==> src/rtl/avr_dram_arbiter_if.sv <==
// ============================================================================
// Module      : avr_dram_arbiter_if
// Description : Bus bundle for the AVR data-RAM arbiter: core port A,
//               secondary port B and the single-port RAM side.
// Revision    : 1.0 - initial release
// ============================================================================
`default_nettype none

interface avr_dram_arbiter_if #(
    parameter int ADDR_W = 11,
    parameter int DATA_W = 8
);
    // Port A (core data bus)
    logic              a_req;
    logic              a_we;
    logic [ADDR_W-1:0] a_addr;
    logic [DATA_W-1:0] a_wdata;
    logic              a_ready;
    logic              a_rvalid;
    logic [DATA_W-1:0] a_rdata;

    // Port B (secondary master)
    logic              b_req;
    logic              b_we;
    logic [ADDR_W-1:0] b_addr;
    logic [DATA_W-1:0] b_wdata;
    logic              b_lock;
    logic              b_ready;
    logic              b_rvalid;
    logic [DATA_W-1:0] b_rdata;

    // RAM side
    logic              ram_en;
    logic              ram_we;
    logic [ADDR_W-1:0] ram_addr;
    logic [DATA_W-1:0] ram_wdata;
    logic [DATA_W-1:0] ram_rdata;

    // Arbiter view
    modport slave (
        input  a_req, a_we, a_addr, a_wdata,
        output a_ready, a_rvalid, a_rdata,
        input  b_req, b_we, b_addr, b_wdata, b_lock,
        output b_ready, b_rvalid, b_rdata,
        output ram_en, ram_we, ram_addr, ram_wdata,
        input  ram_rdata
    );

    // Requesters / RAM view
    modport master (
        output a_req, a_we, a_addr, a_wdata,
        input  a_ready, a_rvalid, a_rdata,
        output b_req, b_we, b_addr, b_wdata, b_lock,
        input  b_ready, b_rvalid, b_rdata,
        input  ram_en, ram_we, ram_addr, ram_wdata,
        output ram_rdata
    );
endinterface

`default_nettype wire

==> src/rtl/avr_dram_arbiter.sv <==
// ============================================================================
// Module      : avr_dram_arbiter
// Description : Arbitrates the single-port AVR data RAM between the core (A,
//               fixed priority) and a secondary master (B) with a starvation
//               guard and a bounded burst lock. RAM read latency of 1 cycle
//               is passed through unchanged.
//               Optional macro AVR_DRAM_ARB_STATS_EN adds b_wait_cnt.
// Revision    : 1.0 - initial release
// ============================================================================
`default_nettype none

module avr_dram_arbiter #(
    parameter int ADDR_W       = 11,
    parameter int DATA_W       = 8,
    parameter int STARVE_LIMIT = 4,
    parameter int BURST_MAX    = 8
) (
    input  wire logic         clk,
    input  wire logic         reset_n,
    avr_dram_arbiter_if.slave bus
`ifdef AVR_DRAM_ARB_STATS_EN
    ,
    output logic [15:0]       b_wait_cnt
`endif
);

    typedef enum logic [1:0] {
        A_PRI   = 2'd0,
        B_FORCE = 2'd1,
        B_LOCK  = 2'd2
    } state_t;

    localparam logic [3:0] c_starve_limit = 4'(STARVE_LIMIT);
    localparam logic [7:0] c_burst_max    = 8'(BURST_MAX);

    state_t            r_state, w_state_nxt;
    logic [3:0]        r_starve, w_starve_nxt;
    logic [7:0]        r_burst, w_burst_nxt;
    logic              r_rd_a, r_rd_b;
    logic              w_pick_a, w_pick_b;
    logic              w_grant_a, w_grant_b;
    logic [ADDR_W-1:0] w_addr;
    logic [DATA_W-1:0] w_wdata;

    // Grant selection, starvation counting and state transitions
    always_comb begin
        w_pick_a     = 1'b0;
        w_pick_b     = 1'b0;
        w_state_nxt  = r_state;
        w_burst_nxt  = r_burst;
        w_starve_nxt = r_starve;

        case (r_state)
            B_FORCE: w_pick_b = bus.b_req;
            B_LOCK:  w_pick_b = bus.b_req & bus.b_lock;
            default: begin
                w_pick_a = bus.a_req;
                w_pick_b = ~bus.a_req & bus.b_req;
            end
        endcase

        if (w_pick_b || !bus.b_req)
            w_starve_nxt = 4'd0;
        else if (r_starve < c_starve_limit)
            w_starve_nxt = r_starve + 4'd1;

        case (r_state)
            A_PRI: begin
                // The forced slot follows on the very cycle after the limit is hit
                if (w_pick_b && bus.b_lock) begin
                    if (c_burst_max > 8'd1) begin
                        w_state_nxt = B_LOCK;
                        w_burst_nxt = 8'd1;
                    end
                end else if (w_starve_nxt == c_starve_limit) begin
                    w_state_nxt = B_FORCE;
                end
            end
            B_FORCE: begin
                if (w_pick_b && bus.b_lock && c_burst_max > 8'd1) begin
                    w_state_nxt = B_LOCK;
                    w_burst_nxt = 8'd1;
                end else begin
                    w_state_nxt = A_PRI;
                end
            end
            B_LOCK: begin
                if (w_pick_b && (r_burst + 8'd1 != c_burst_max)) begin
                    w_burst_nxt = r_burst + 8'd1;
                end else begin
                    w_state_nxt = A_PRI;
                    w_burst_nxt = 8'd0;
                end
            end
            default: begin
                w_state_nxt = A_PRI;
                w_burst_nxt = 8'd0;
            end
        endcase
    end

    // Grants are forced low while reset is asserted so the RAM sees no strobe
    assign w_grant_a = w_pick_a & reset_n;
    assign w_grant_b = w_pick_b & reset_n;

    assign w_addr  = w_grant_a ? bus.a_addr  : (w_grant_b ? bus.b_addr  : '0);
    assign w_wdata = w_grant_a ? bus.a_wdata : (w_grant_b ? bus.b_wdata : '0);

    assign bus.a_ready   = w_grant_a;
    assign bus.b_ready   = w_grant_b;
    assign bus.ram_en    = w_grant_a | w_grant_b;
    assign bus.ram_we    = (w_grant_a & bus.a_we) | (w_grant_b & bus.b_we);
    assign bus.ram_addr  = w_addr;
    assign bus.ram_wdata = w_wdata;

    assign bus.a_rvalid = r_rd_a;
    assign bus.b_rvalid = r_rd_b;
    assign bus.a_rdata  = r_rd_a ? bus.ram_rdata : '0;
    assign bus.b_rdata  = r_rd_b ? bus.ram_rdata : '0;

    // Arbiter state, counters and read-return tags
    always_ff @(posedge clk or negedge reset_n) begin
        if (!reset_n) begin
            r_state  <= A_PRI;
            r_starve <= 4'd0;
            r_burst  <= 8'd0;
            r_rd_a   <= 1'b0;
            r_rd_b   <= 1'b0;
        end else begin
            r_state  <= w_state_nxt;
            r_starve <= w_starve_nxt;
            r_burst  <= w_burst_nxt;
            r_rd_a   <= w_grant_a & ~bus.a_we;
            r_rd_b   <= w_grant_b & ~bus.b_we;
        end
    end

`ifdef AVR_DRAM_ARB_STATS_EN
    logic [15:0] r_wait_cnt;

    // Saturating count of cycles where B was left waiting
    always_ff @(posedge clk or negedge reset_n) begin
        if (!reset_n)
            r_wait_cnt <= 16'd0;
        else if (bus.b_req && !w_grant_b && r_wait_cnt != 16'hFFFF)
            r_wait_cnt <= r_wait_cnt + 16'd1;
    end

    assign b_wait_cnt = r_wait_cnt;
`endif

endmodule

`default_nettype wire

==> src/flat_wrapper.sv <==
// flat-port wrapper written by rule: the top's interface ports become plain ports
module avr_dram_arbiter_flat 
#(
    parameter int ADDR_W       = 11,
    parameter int DATA_W       = 8,
    parameter int STARVE_LIMIT = 4,
    parameter int BURST_MAX    = 8
)
  (clk, reset_n, bus_a_req, bus_a_we, bus_a_addr, bus_a_wdata, bus_a_ready, bus_a_rvalid, bus_a_rdata, bus_b_req, bus_b_we, bus_b_addr, bus_b_wdata, bus_b_lock, bus_b_ready, bus_b_rvalid, bus_b_rdata, bus_ram_en, bus_ram_we, bus_ram_addr, bus_ram_wdata, bus_ram_rdata);
  avr_dram_arbiter_if #(.ADDR_W(ADDR_W), .DATA_W(DATA_W)) bus_i ();
  input  wire logic clk;
  input  wire logic reset_n;
  input wire logic [$bits(bus_i.a_req)-1:0] bus_a_req;
  input wire logic [$bits(bus_i.a_we)-1:0] bus_a_we;
  input wire logic [$bits(bus_i.a_addr)-1:0] bus_a_addr;
  input wire logic [$bits(bus_i.a_wdata)-1:0] bus_a_wdata;
  output wire logic [$bits(bus_i.a_ready)-1:0] bus_a_ready;
  output wire logic [$bits(bus_i.a_rvalid)-1:0] bus_a_rvalid;
  output wire logic [$bits(bus_i.a_rdata)-1:0] bus_a_rdata;
  input wire logic [$bits(bus_i.b_req)-1:0] bus_b_req;
  input wire logic [$bits(bus_i.b_we)-1:0] bus_b_we;
  input wire logic [$bits(bus_i.b_addr)-1:0] bus_b_addr;
  input wire logic [$bits(bus_i.b_wdata)-1:0] bus_b_wdata;
  input wire logic [$bits(bus_i.b_lock)-1:0] bus_b_lock;
  output wire logic [$bits(bus_i.b_ready)-1:0] bus_b_ready;
  output wire logic [$bits(bus_i.b_rvalid)-1:0] bus_b_rvalid;
  output wire logic [$bits(bus_i.b_rdata)-1:0] bus_b_rdata;
  output wire logic [$bits(bus_i.ram_en)-1:0] bus_ram_en;
  output wire logic [$bits(bus_i.ram_we)-1:0] bus_ram_we;
  output wire logic [$bits(bus_i.ram_addr)-1:0] bus_ram_addr;
  output wire logic [$bits(bus_i.ram_wdata)-1:0] bus_ram_wdata;
  input wire logic [$bits(bus_i.ram_rdata)-1:0] bus_ram_rdata;
  assign bus_i.a_req = bus_a_req;
  assign bus_i.a_we = bus_a_we;
  assign bus_i.a_addr = bus_a_addr;
  assign bus_i.a_wdata = bus_a_wdata;
  assign bus_a_ready = bus_i.a_ready;
  assign bus_a_rvalid = bus_i.a_rvalid;
  assign bus_a_rdata = bus_i.a_rdata;
  assign bus_i.b_req = bus_b_req;
  assign bus_i.b_we = bus_b_we;
  assign bus_i.b_addr = bus_b_addr;
  assign bus_i.b_wdata = bus_b_wdata;
  assign bus_i.b_lock = bus_b_lock;
  assign bus_b_ready = bus_i.b_ready;
  assign bus_b_rvalid = bus_i.b_rvalid;
  assign bus_b_rdata = bus_i.b_rdata;
  assign bus_ram_en = bus_i.ram_en;
  assign bus_ram_we = bus_i.ram_we;
  assign bus_ram_addr = bus_i.ram_addr;
  assign bus_ram_wdata = bus_i.ram_wdata;
  assign bus_i.ram_rdata = bus_ram_rdata;
  avr_dram_arbiter #(.ADDR_W(ADDR_W), .DATA_W(DATA_W), .STARVE_LIMIT(STARVE_LIMIT), .BURST_MAX(BURST_MAX)) u_core (.clk(clk), .reset_n(reset_n), .bus(bus_i));
endmodule
==> config.mk <==
export PLATFORM = sky130hd
export DESIGN_NAME = avr_dram_arbiter_flat
export DESIGN_NICKNAME = d
export VERILOG_FILES = /design/src/rtl/avr_dram_arbiter_if.sv /design/src/rtl/avr_dram_arbiter.sv /design/src/flat_wrapper.sv
export SDC_FILE = /design/constraint.sdc
export NUM_CORES = 1
export LEC_CHECK = 0
export BUFFER_PORTS_ARGS = -buffer_cell sky130_fd_sc_hd__buf_4
export CAP_MARGIN = 20
export CELL_PAD_IN_SITES_DETAIL_PLACEMENT = 0
export CELL_PAD_IN_SITES_GLOBAL_PLACEMENT = 1
export CORE_AREA = 2 2 75 77
export CTS_CLUSTER_SIZE = 10
export DETAILED_ROUTE_END_ITERATION = 10
export DIE_AREA = 0 0 77 79
export PLACE_DENSITY = 0.75
export SLEW_MARGIN = 20
export SYNTH_ARGS = -nofsm -noshare
export SYNTH_HDL_FRONTEND = slang
export SYNTH_SLANG_ARGS = --single-unit
export TNS_END_PERCENT = 10
==> constraint.sdc <==
create_clock -name clk -period 2.1 [get_ports clk]
set_input_delay 0.42 -clock clk [delete_from_list [all_inputs] [get_ports clk]]
set_output_delay 0.42 -clock clk [all_outputs]
set_load 0.02 [all_outputs]
# == After elaboration in Yosys (flattened, before gate mapping) ==
# Cells that the tools add are included.
# op_classes
add_sub_neg,2
magnitude_cmp,1
eq_ne,7
mux,18
n_bitwise,13
reduce_logical,8
# op_table
operator,count
$mux 8,6
$mux 11,2
$pmux 8 s2,1
$add 8x1->8 const B,1
$and 1x1->1,8
$mux 2,4
$mux 4,2
$ne 8x4->1 const B,1
$pmux 2 s3,1
$add 4x1->4 const B,1
$eq 4x3->1 const B,1
$lt 4x3->1 const B,1
$reduce_or 2->1,2
$ne 3x1->1 const B,1
$not 1->1,3
$eq 2x1->1 const B,1
$eq 2x2->1 const B,1
$logic_and 1x1->1,2
$logic_not 2->1,1
$ne 2x1->1 const B,1
$ne 2x2->1 const B,1
$or 1x1->1,2
$pmux 1 s2,1
$reduce_and 2->1,1
3 further kinds,3
# word_totals
reg_bits,16
inputBits,53
output_inout_bits,41
wordCells,54

# == Longest topological paths before layout ==
# Gate-level depths: netlist of the first run.
# depth
depth_word,9
depth_mapped,7
ltp_nobuf,7

# == Least setup slack after synthesis of the first run ==
# Ideal clock, no wire load.
# synth_path
path_type,reg-to-output
from,reg u_core.r_state[0]
to,out bus_ram_addr[1]
t_arrival_ns,1.708
required_ns,1.680
slack_ns,-0.028
stages_incl_launch_ff,8
path_buffers,1
cell_sequence,dfrtp_1 inv_1 ha_1 nand3b_1 inv_1 clkbuf_1 nand2_1 o21ai_1
# synth_between
elab_chain_len,5
word_cells_on_any_way,9
classes_between,2 x eq/ne; 4 x mux; 2 x bitwise; 1 x reduce/logical
# synth_lines
element,line,rtl
from (decl),avr_dram_arbiter.sv:36,"state_t r_state, w_state_nxt;"
from (signal assigned),avr_dram_arbiter.sv:130,r_state <= w_state_nxt;
$eq 2x1->1 / $eq 2x2->1 (equally long branches),avr_dram_arbiter.sv:53,case (r_state)
$reduce_or 2->1 (no line) *,-,
$mux 1 *,avr_dram_arbiter.sv:53,
$and 1x1->1 *,avr_dram_arbiter.sv:103,assign w_grant_a = w_pick_a & reset_n;
named net bus_a_ready,flat_wrapper.sv:17,output wire logic [$bits(bus_i.a_ready)-1:0] bus_a_ready;
$mux 11 *,avr_dram_arbiter.sv:106,assign w_addr = w_grant_a ? bus.a_addr : (w_grant_b ? bus.b_addr : '0);
to (decl),flat_wrapper.sv:30,output wire logic [$bits(bus_i.ram_addr)-1:0] bus_ram_addr;
# Mark *: on every way through the listed nets, which the timed path passes. The rest lies on a longest branch.

# == Worst setup path in the final report of the first run ==
# layout_path
from,reg u_core.r_state[1]
to,out bus_ram_we
# layout_between
elab_chain_len,6
word_cells_on_any_way,10
classes_between,2 x eq/ne; 2 x mux; 5 x bitwise; 1 x reduce/logical
# layout_lines
element,line,rtl
$eq 2x1->1 / $eq 2x2->1 (equally long branches),avr_dram_arbiter.sv:53,
$reduce_or 2->1 (no line),-,
$mux 1,avr_dram_arbiter.sv:53,
$and 1x1->1,avr_dram_arbiter.sv:103,
$and 1x1->1,avr_dram_arbiter.sv:112,assign bus.ram_we = (w_grant_a & bus.a_we) | (w_grant_b & bus.b_we);
$or 1x1->1 *,avr_dram_arbiter.sv:112,
to (decl),flat_wrapper.sv:29,output wire logic [$bits(bus_i.ram_we)-1:0] bus_ram_we;
# Mark *: on every way between the ends. The rest lies on a longest branch, timed or not.

==> results by group, run 1 <==
Worst hold path
  • HP Class: in2async

Floorplan
  • # IOs: between 90 and 100
  • Initial Util: approximately a quarter
  • Core area: 5340 um2
  • Rows: 27
  • Die Height: between 70 and 80 um
  • DIE WIDTH: about 77 um
  • Die Footprint: between 6000 and 7000 um2

Setup path
  • Crit path arrival time: between 1.5 and 2 ns
  • Worst Path Max Fanout: 6
  • R2R depth: 7
  • FF-to-FF End: u_core.r_burst[7]
  • Crit path launch type: flip-flop
  • Worst R2R Setup Slack: between 0.1 and 0.15 ns
  • CP endpoint kind: output port
  • Reg2reg start: u_core.r_state[0]
  • Kind of critical path: reg2out
  • Critical Path RT: 1.68 ns

Route
  • Vias per cell: about 4.7
  • Routed WL: slightly below 5000 um
  • Top Metal Used: met4
  • 1st-pass router iterations: 4
  • DRC Markers: 0
  • DRC marker count from the first detailed-route iteration: 73
  • Detail Route met3 WL: between 200 and 250 um
  • Post-DRT Antenna Nets: 0
  • WL/cell: 13.2 um
  • Vias: roughly 1,700
  • DR WL met2: ~2700 um
  • M1 WL: around 1900 um

GRT
  • Gr usage total: between 15 and 20%
  • First-pass GRT wire length: approximately 7600 um
  • Number of global-route vias before repair: ~1,700
  • Initial antenna violation count: 0
  • Largest net degree at the start of global routing: 18
  • Global route overflow: 0

Synth
  • Syn Area/Cell: 7.24 um2
  • Sequential fraction of the synthesis area: between 20 and 30%
  • Syn nets: between 200 and 250
  • Top cell type's share of synthesized area: 29.1%
  • Yosys cell types: 40
  • YS warnings: 0
  • Gate count of the mapped netlist: between 150 and 200
  • Area leader, netlist: dfrtp_1
  • Top cells by area, synth: dfrtp_1 (29%), nand2_1 (13%), o21ai_1 (8.0%), and2_1 (7.7%), ha_1 (5.5%)
  • Post-synthesis sequential element count: 16
  • Post-synth ARST share: 100%
  • Post-synth EDFFs: 0
  • Main synth FF type: dfrtp_1
  • Synth Cell Area: approximately 1400 um2

Run status
  • Failing checks: setup timing
  • Status: finished, violations left

Pwr
  • Tot Pwr: 0.00155 W
  • Power per cell area: 611 nW/um2
  • Leak: about 1.3 nW
  • Maximum vdd drop: between 0.0002 and 0.0003 V

Clocking
  • CTS Buf Count: 3
  • CTS root buf: clkbuf_8
  • Htree depth: 1
  • Clk pin slew, worst setup/hold paths: ~0.060 ns
  • Worst-case clock buffer depth: 2
  • Worst-skew pair later-pin latency: roughly 0.25 ns
  • Sink Count: 16
  • CTS tree: yes

Cells and area
  • Share of layout cells above drive strength 1: between 40% and 50%
  • Leading cell type in the layout, fill and taps excluded: buf_4
  • Number of nets in the layout: around 360
  • P&R area growth vs syn: 84.7%
  • Most frequent cells in the layout: buf_4 (86), nand2_1 (45), and2_1 (17)
  • Ant diodes: 0
  • Post-layout util: a little under half

Timing
  • Final WS setup: -0.166 ns
  • Max-slew violation count: 0
  • Hold Slack: 0.0995 ns
  • Post-layout min period: 2.27 ns
  • RSZ-0062 raised after global routing: yes
  • Worst Skew: ~0.0037 ns
  • Worst rel slew slack: 72.2%
  • Fmax: between 0.4 and 0.5 GHz
  • Period utilisation layout: 108%
  • Slew at the pin with the worst max-slew slack: ~0.40 ns
  • Final hold vios: 0
  • Setup-failing EPs final: 21

Place
  • Port Buffers: slightly above 90
  • Routability cong.: around 0.8
  • Hpwl dp: 3640 um

Run
  • Max-cap violation count: 0
-- registers in the layout (all words and copies together) (netlist names) --
signal	cells
u_core.bus.b_rvalid	1
u_core.bus.a_rvalid	1
u_core.r_state	2
u_core.r_starve	4
u_core.r_burst	8
-- what timing repair did --
| item | CTS | global route |
|---|---|---|
| resized for setup | 38 | 14 |
| buffers inserted | 3 | 0 |
| hold buffers | 1 | 0 |
| setup endpoints to repair | 22 | 23 |
| hold endpoints to repair | 8 | 0 |
| pin swaps | 8 | 5 |
| gates cloned | 2 | 0 |
-- metal layers --
metal | up-vias | GRT usage [%]
met4 | 0 | 2.68
met1 | 793 | 18.1
li1 | 867 | -
met2 | 45 | 28.4
met5 | - | 0
met3 | 2 | 2.95
-- cell usage after synthesis (4+ instances only) --
master / n
ha_1: 6
dfrtp_1: 16
o21ai_0: 7
nor2_1: 10
nor3_1: 4
nand2_1: 48
and2_1: 17
a21oi_1: 4
inv_1: 7
o21ai_1: 22
clkbuf_1: 6
nand3_1: 4
-- where the power goes --
| part | total, W | switching, W | leakage, nW | internal [W] |
|---|---|---|---|---|
| sequential | 0.000380 | 0.0000403 | 0.219 | 0.000340 |
| combinational | 0.000942 | 0.000472 | 1.01 | 0.000470 |
| clock | 0.000231 | 0.000104 | 0.0216 | 0.000127 |
-- per-stage QoR --
step,area (um2),worst slack (ns),TNS [ns],instances
after floorplan,1380,0.0168,0,190
after global placement,2240,0.0437,0,359
after detailed placement,2240,-0.00590,-0.00590,359
after CTS,2510,-0.138,-2.02,368
after global routing,2540,-0.238,-4.32,367
final,2540,-0.166,-2.20,367
-- critical path, stage by stage (launching register included) --
cell      delay, ns
dfrtp_1        0.43
ha_4           0.20
nand2b_4       0.14
a21oi_2        0.13
or2_4          0.20
buf_12         0.13
inv_4          0.03
a22o_1         0.20
buf_6          0.13
-- cells by family (layout without fill, tap and decap cells) --
kind of cell    count (synthesis)  in the layout  share of synthesized area, %
simple gates                  103            103                          36.6
xor+xnor                        2              2                          1.27
fa+ha+maj                       6              6                          5.45
buf+inv                        13            118                          3.55
mux                             3              3                          2.18
compound gates                 47             47                          21.8
flops                          16             16                          29.1
-- worst max-delay path by stage --
stage	from	to	cells past startpoint
2_1_floorplan	u_core.r_state[0]	bus_ram_addr[0]	7
3_3_place_gp	u_core.r_state[1]	bus_ram_we	8
3_5_place_dp	u_core.r_state[1]	bus_ram_we	8
4_1_cts	u_core.r_state[1]	bus_ram_wdata[5]	8
5_1_grt	u_core.r_state[1]	bus_ram_we	8
6_report	u_core.r_state[1]	bus_ram_we	8
-- layout make-up --
type / instances / area, um2
timing repair buffer: 108 / 938
sequential: 16 / 400
tap: 72 / 90.1
clock buffer: 3 / 41.3
fill: 570 / 2800
multi-input combinational: 161 / 1040
inverter: 7 / 28.8
Note: power is estimated with default switching activity, not from simulation.
==> inputs of run 2 (changes only) <==
Settings changed: CORE_AREA 2 2 75 77 to 2 2 71 73, CTS_BUF_LIST set to sky130_fd_sc_hd__clkbuf_8, DIE_AREA 0 0 77 79 to 0 0 73 75, MAX_ROUTING_LAYER set to met4, PLACE_DENSITY 0.75 to 0.83.
Clock period 2.1 ns to 2.9 ns, I/O delays scaled along.
==> run 2 against run 1 <==
Effect of this change: the flow now finishes without violations; via count shrank 5.9%; critical path depth did not move; utilization decreased by 0.63 points; sequential power decreased by 28%; final area fell by 14%; hold slack improved by 0.082 ns; largest power group unchanged.
==> results by group, run 2 (synthesized netlist as in run 1, its figures left out) <==
Run status
  • Status: completed

Floorplan
  • Rows: 25
  • Die Height: roughly 75 um
  • Core area: between 4000 and 5000 um2
  • Initial Util: 29.5%
  • Die Footprint: roughly 5500 um2
  • DIE WIDTH: roughly 73 um
  • # IOs: 94

Setup path
  • Kind of critical path: reg2out
  • Crit path arrival time: between 2 and 2.5 ns
  • Critical Path RT: about 2.3 ns
  • Worst Path Max Fanout: 10
  • CP endpoint kind: output port
  • Crit path launch type: flip-flop
  • Worst R2R Setup Slack: between 0.9 and 1 ns

Pwr
  • Power per cell area: ~440 nW/um2
  • Leak: between 1 and 1.5 nW
  • Maximum vdd drop: roughly 0.00029 V
  • Tot Pwr: 0.000956 W

Clocking
  • Post-CTS setup repair buffer count: 0
  • CTS Buf Count: 3
  • Hold-fix buffer count after cts: 0
  • Worst-skew pair later-pin latency: 0.25 ns
  • CTS tree: yes
  • Worst-case clock buffer depth: 2
  • # resized after CTS: 0
  • Htree depth: 1
  • Clk pin slew, worst setup/hold paths: approximately 0.060 ns
  • Sink Count: 16
  • CTS root buf: clkbuf_8

Cells and area
  • Most frequent cells in the layout: buf_4 (97), nand2_1 (48), o21ai_1 (22)
  • Number of nets in the layout: between 300 and 400
  • Number of flip-flops in the largest register: 8
  • Leading cell type in the layout, fill and taps excluded: buf_4
  • Finished Layout Cells: roughly 340
  • Layout filler cell count: 465
  • Ant diodes: 0
  • P&R area growth vs syn: 59.2%
  • Top Registers: u_core.r_burst (8), u_core.r_starve (4), u_core.r_state (2)
  • Top reg by flops: u_core.r_burst
  • Share of layout cells above drive strength 1: a little under two fifths

Route
  • WL/cell: ~12 um
  • Routed WL: 4190 um
  • Top Metal Used: met4
  • Post-DRT Antenna Nets: 0
  • DRC Markers: 0
  • Detail Route met3 WL: approximately 170 um
  • M1 WL: about 1800 um
  • DR WL met2: 2150 um
  • 1st-pass router iterations: 4
  • Vias: roughly 1,600
  • DRC marker count from the first detailed-route iteration: 57
  • Vias per cell: between 4 and 5

GRT
  • First-pass GRT wire length: around 6600 um
  • Number of global-route vias before repair: 1,472
  • Initial antenna violation count: 0
  • Global route overflow: 0
  • Largest net degree at the start of global routing: 22
  • Gr usage total: around 15%

Place
  • Place WS: 0.548 ns
  • Placed cells: between 300 and 400
  • Routability cong.: approximately 0.73
  • Hpwl dp: between 3000 and 4000 um
  • Port Buffers: slightly above 90

Timing
  • Worst rel slew slack: a little under three quarters
  • Hold Slack: between 0.15 and 0.2 ns
  • Setup-failing EPs final: 0
  • Period utilisation layout: between 90% and 100%
  • Max-slew violation count: 0
  • Post-layout min period: about 2.6 ns
  • Final WS setup: roughly 0.26 ns
  • RSZ-0062 raised after global routing: no
  • Final hold vios: 0
  • Slew at the pin with the worst max-slew slack: between 0.4 and 0.5 ns
  • Setup TNS: 0 ns
  • Worst Skew: 0.00541 ns
  • Fmax: about 0.38 GHz

Worst hold path
  • HP Class: in2async

Run
  • Max-cap violation count: 0
## run 2: power breakdown
part	switching, W	internal [W]
sequential	0.0000270	0.000246
clock	0.0000732	0.0000921
combinational	0.000287	0.000231
## run 2: final timing paths
check	from	to	cells after the start
worst max-delay path	u_core.r_state[0]	bus_ram_addr[6]	8
worst min-delay path	reset_n	u_core.r_burst[4]	1
worst max register to register	u_core.r_state[0]	u_core.r_state[1]	6
worst min register to register	u_core.r_burst[7]	u_core.r_burst[7]	1
max in group asynchronous	reset_n	u_core.r_starve[3]	1
min in group clk	u_core.r_burst[7]	u_core.r_burst[7]	1
## run 2: final cells by class
class	count	area (um2)	area share, %
multi-input cells	161	927	42.3
inverters	7	26.3	1.20
repair buffers	97	728	33.2
clock buffers	3	41.3	1.88
flip-flops and latches	16	400	18.3
well taps	54	67.6	3.08
## run 2: stage by stage
stage                     utilization, %  area (um2)
after floorplan                        -        1380
after CTS                           47.0        2190
final                               47.0        2190
after global placement              46.1        2150
after detailed placement            46.1        2150
after global routing                47.0        2190
## run 2: critical path, cell delays in order, from the launching register on
cell,delay (ns)
dfrtp_1,0.42
inv_1,0.10
ha_1,0.23
nand2b_1,0.15
a21oi_1,0.06
or2_1,0.32
buf_4,0.21
o21ai_1,0.16
buf_4,0.16
## run 2: layer usage
| layer | GRT usage, % | vias up |
|---|---|---|
| met2 | 25.3 | 42 |
| met3 | 0.937 | 4 |
| met5 | - | - |
| met4 | 5.76 | 0 |
| li1 | - | 844 |
| met1 | 20.0 | 717 |
==> inputs of run 3 (changes only) <==
Settings changed: CORE_AREA 2 2 71 73 to 2 2 75 77, CTS_BUF_LIST sky130_fd_sc_hd__clkbuf_8 to unset, DIE_AREA 0 0 73 75 to 0 0 77 79, PLACE_DENSITY 0.83 to 0.75.
Clock period 2.9 ns to 2.5 ns, I/O delays scaled along.
==> run 3 against run 2 <==
Effect of this change: highest routed layer unchanged; utilization fell by 4.6 points; wire length up 5.2%; cell count is 6.5% higher.
==> results by group, run 3 (synthesized netlist as in run 1, its figures left out) <==
Run status
  • Status: completed

Setup path
  • CP endpoint kind: output port
  • CP dominant cell by count: buf_4
  • Kind of critical path: reg2out
  • Worst stage delay on the critical path: ~0.41 ns
  • Worst Path Max Fanout: 8
  • CP Cell Sequence: inv_2, ha_2, nand2b_1, a21oi_1, or2_4, buf_4, o21ai_1, buf_4
  • Crit path arrival time: between 1.5 and 2 ns
  • Crit path launch type: flip-flop
  • Slowest CP cell: dfrtp_1
  • Critical Path RT: ~2.0 ns

Place
  • Placed cells: about 360
  • Routability cong.: 0.763
  • Port Buffers: 93
  • Hpwl dp: approximately 3500 um

Cells and area
  • Multi-input logic area: around 940 um2
  • Post-layout util: between 40% and 50%
  • P&R area growth vs syn: 64.5%
  • Share of layout cells above drive strength 1: between 40% and 50%
  • Ant diodes: 0
  • Finished Layout Cells: 360
  • Top reg by flops: u_core.r_burst
  • Layout filler cell count: roughly 580
  • Leading cell type in the layout, fill and taps excluded: buf_4
  • Most frequent cells in the layout: buf_4 (100), nand2_1 (48), o21ai_1 (20)
  • Number of nets in the layout: between 300 and 400
  • Number of flip-flops in the largest register: 8
  • Top Registers: u_core.r_burst (8), u_core.r_starve (4), u_core.r_state (2)
  • FF+latch area: ~400 um2

Floorplan
  • Die Height: between 70 and 80 um
  • # IOs: 94
  • Core area: approximately 5300 um2
  • Rows: 27
  • DIE WIDTH: approximately 77 um
  • Initial Util: approximately a quarter
  • Die Footprint: slightly above 6000 um2

Clocking
  • Sink Count: 16
  • Worst-skew pair later-pin latency: roughly 0.25 ns
  • Htree depth: 1
  • Clk pin slew, worst setup/hold paths: around 0.060 ns
  • CTS tree: yes
  • CTS Buf Count: 3
  • Worst-case clock buffer depth: 2
  • CTS root buf: clkbuf_8

Worst hold path
  • HP Class: in2async

Timing
  • Setup-failing EPs final: 0
  • Final hold vios: 0
  • Period utilisation layout: 97.0%
  • Post-layout min period: around 2.4 ns
  • Max-slew violation count: 0
  • RSZ-0062 raised after global routing: yes
  • Fmax: about 0.4 GHz
  • Slew at the pin with the worst max-slew slack: 0.434 ns
  • Hold Slack: around 0.22 ns
  • Worst rel slew slack: a little over two thirds
  • Worst Skew: between 0.0008 and 0.0009 ns

Route
  • Routed WL: about 4400 um
  • DRC Markers: 0
  • Vias per cell: approximately 4.6
  • DRC marker count from the first detailed-route iteration: between 50 and 60
  • Vias: roughly 1,600
  • 1st-pass router iterations: 4
  • WL/cell: ~12 um
  • Post-DRT Antenna Nets: 0

GRT
  • Initial antenna violation count: 0
  • Gr usage total: between 10% and 20%
  • Number of global-route vias before repair: about 1,500
  • Largest net degree at the start of global routing: 22
  • Global route overflow: 0
  • First-pass GRT wire length: 7140 um

Pwr
  • Maximum vdd drop: 0.000297 V
  • Power per cell area: 513 nW/um2
  • Leak: 1.15 nW
  • Tot Pwr: roughly 0.0012 W

Run
  • Max-cap violation count: 0
==> run 3: cell count changes in the layout (fill, tap and decap cells not counted), sizes merged <==
cell and change:
buf +3, clkbuf +1
==> run 3: final cells by class <==
| cell class | instances | area share (%) |
|---|---|---|
| Multi-Input combinational cell | 161 | 41.6 |
| Sequential cell | 16 | 17.7 |
| Tap cell | 72 | 3.98 |
| Inverter | 7 | 1.16 |
| Timing Repair Buffer | 100 | 33.1 |
| Clock buffer | 4 | 2.43 |
==> run 3: path summary, 6_finish.rpt <==
| kind | start | endpoint | slack (ns) | cells after the start |
|---|---|---|---|---|
| max reg2reg | u_core.r_state[0] | u_core.r_state[1] | 0.62 | 6 |
| min | reset_n | u_core.r_burst[4] | 0.22 | 2 |
| min in group clk | bus_a_we | u_core.bus.a_rvalid | 0.41 | 2 |
| min reg2reg | u_core.r_burst[7] | u_core.r_burst[7] | 0.49 | 1 |
| max | u_core.r_state[0] | bus_ram_addr[4] | 0.07 | 8 |
| max in group asynchronous | reset_n | u_core.bus.a_rvalid | 2.10 | 2 |
==> run 3: metrics by stage <==
step                cell area, um2  TNS [ns]  worst slack [ns]
finish                        2260         0            0.0744
global route                  2260    -0.247           -0.0329
CTS                           2240         0            0.0216
detailed placement            2190         0             0.225
global placement              2190         0             0.271
floorplan                     1380         0             0.292
==> run 3: what timing repair did <==
| action | 4_1_cts | 5_1_grt |
|---|---|---|
| gates resized for setup | 1 | 5 |
| setup buffers | 0 | 1 |
| hold buffers | 0 | 0 |
| endpoints found under the setup margin | 15 | 15 |
==> run 3: worst max-delay path: cells and delay by family, from the launching register on <==
family	cells	cell delay [ns]
adders and majority gates	1	0.20
and+or+nand+nor	2	0.42
AOI/OAI and AO/OA	2	0.22
buffers and inverters	3	0.42
DFF	1	0.41
==> run 3: where the power goes <==
| part | switching (W) | total, W | internal, W |
|---|---|---|---|
| logic | 0.000338 | 0.000613 | 0.000275 |
| registers | 0.0000311 | 0.000316 | 0.000285 |
| clock network | 0.0000919 | 0.000232 | 0.000140 |
| total | 0.000461 | 0.00116 | 0.000701 |
==> run 3: per-layer routing <==
layer	vias to the layer above	wire [um]	track usage (%)
met3	4	197	1.36
met1	734	1890	17.9
met5	-	0	-
li1	853	-	-
met4	0	52	4.29
met2	49	2270	25.7
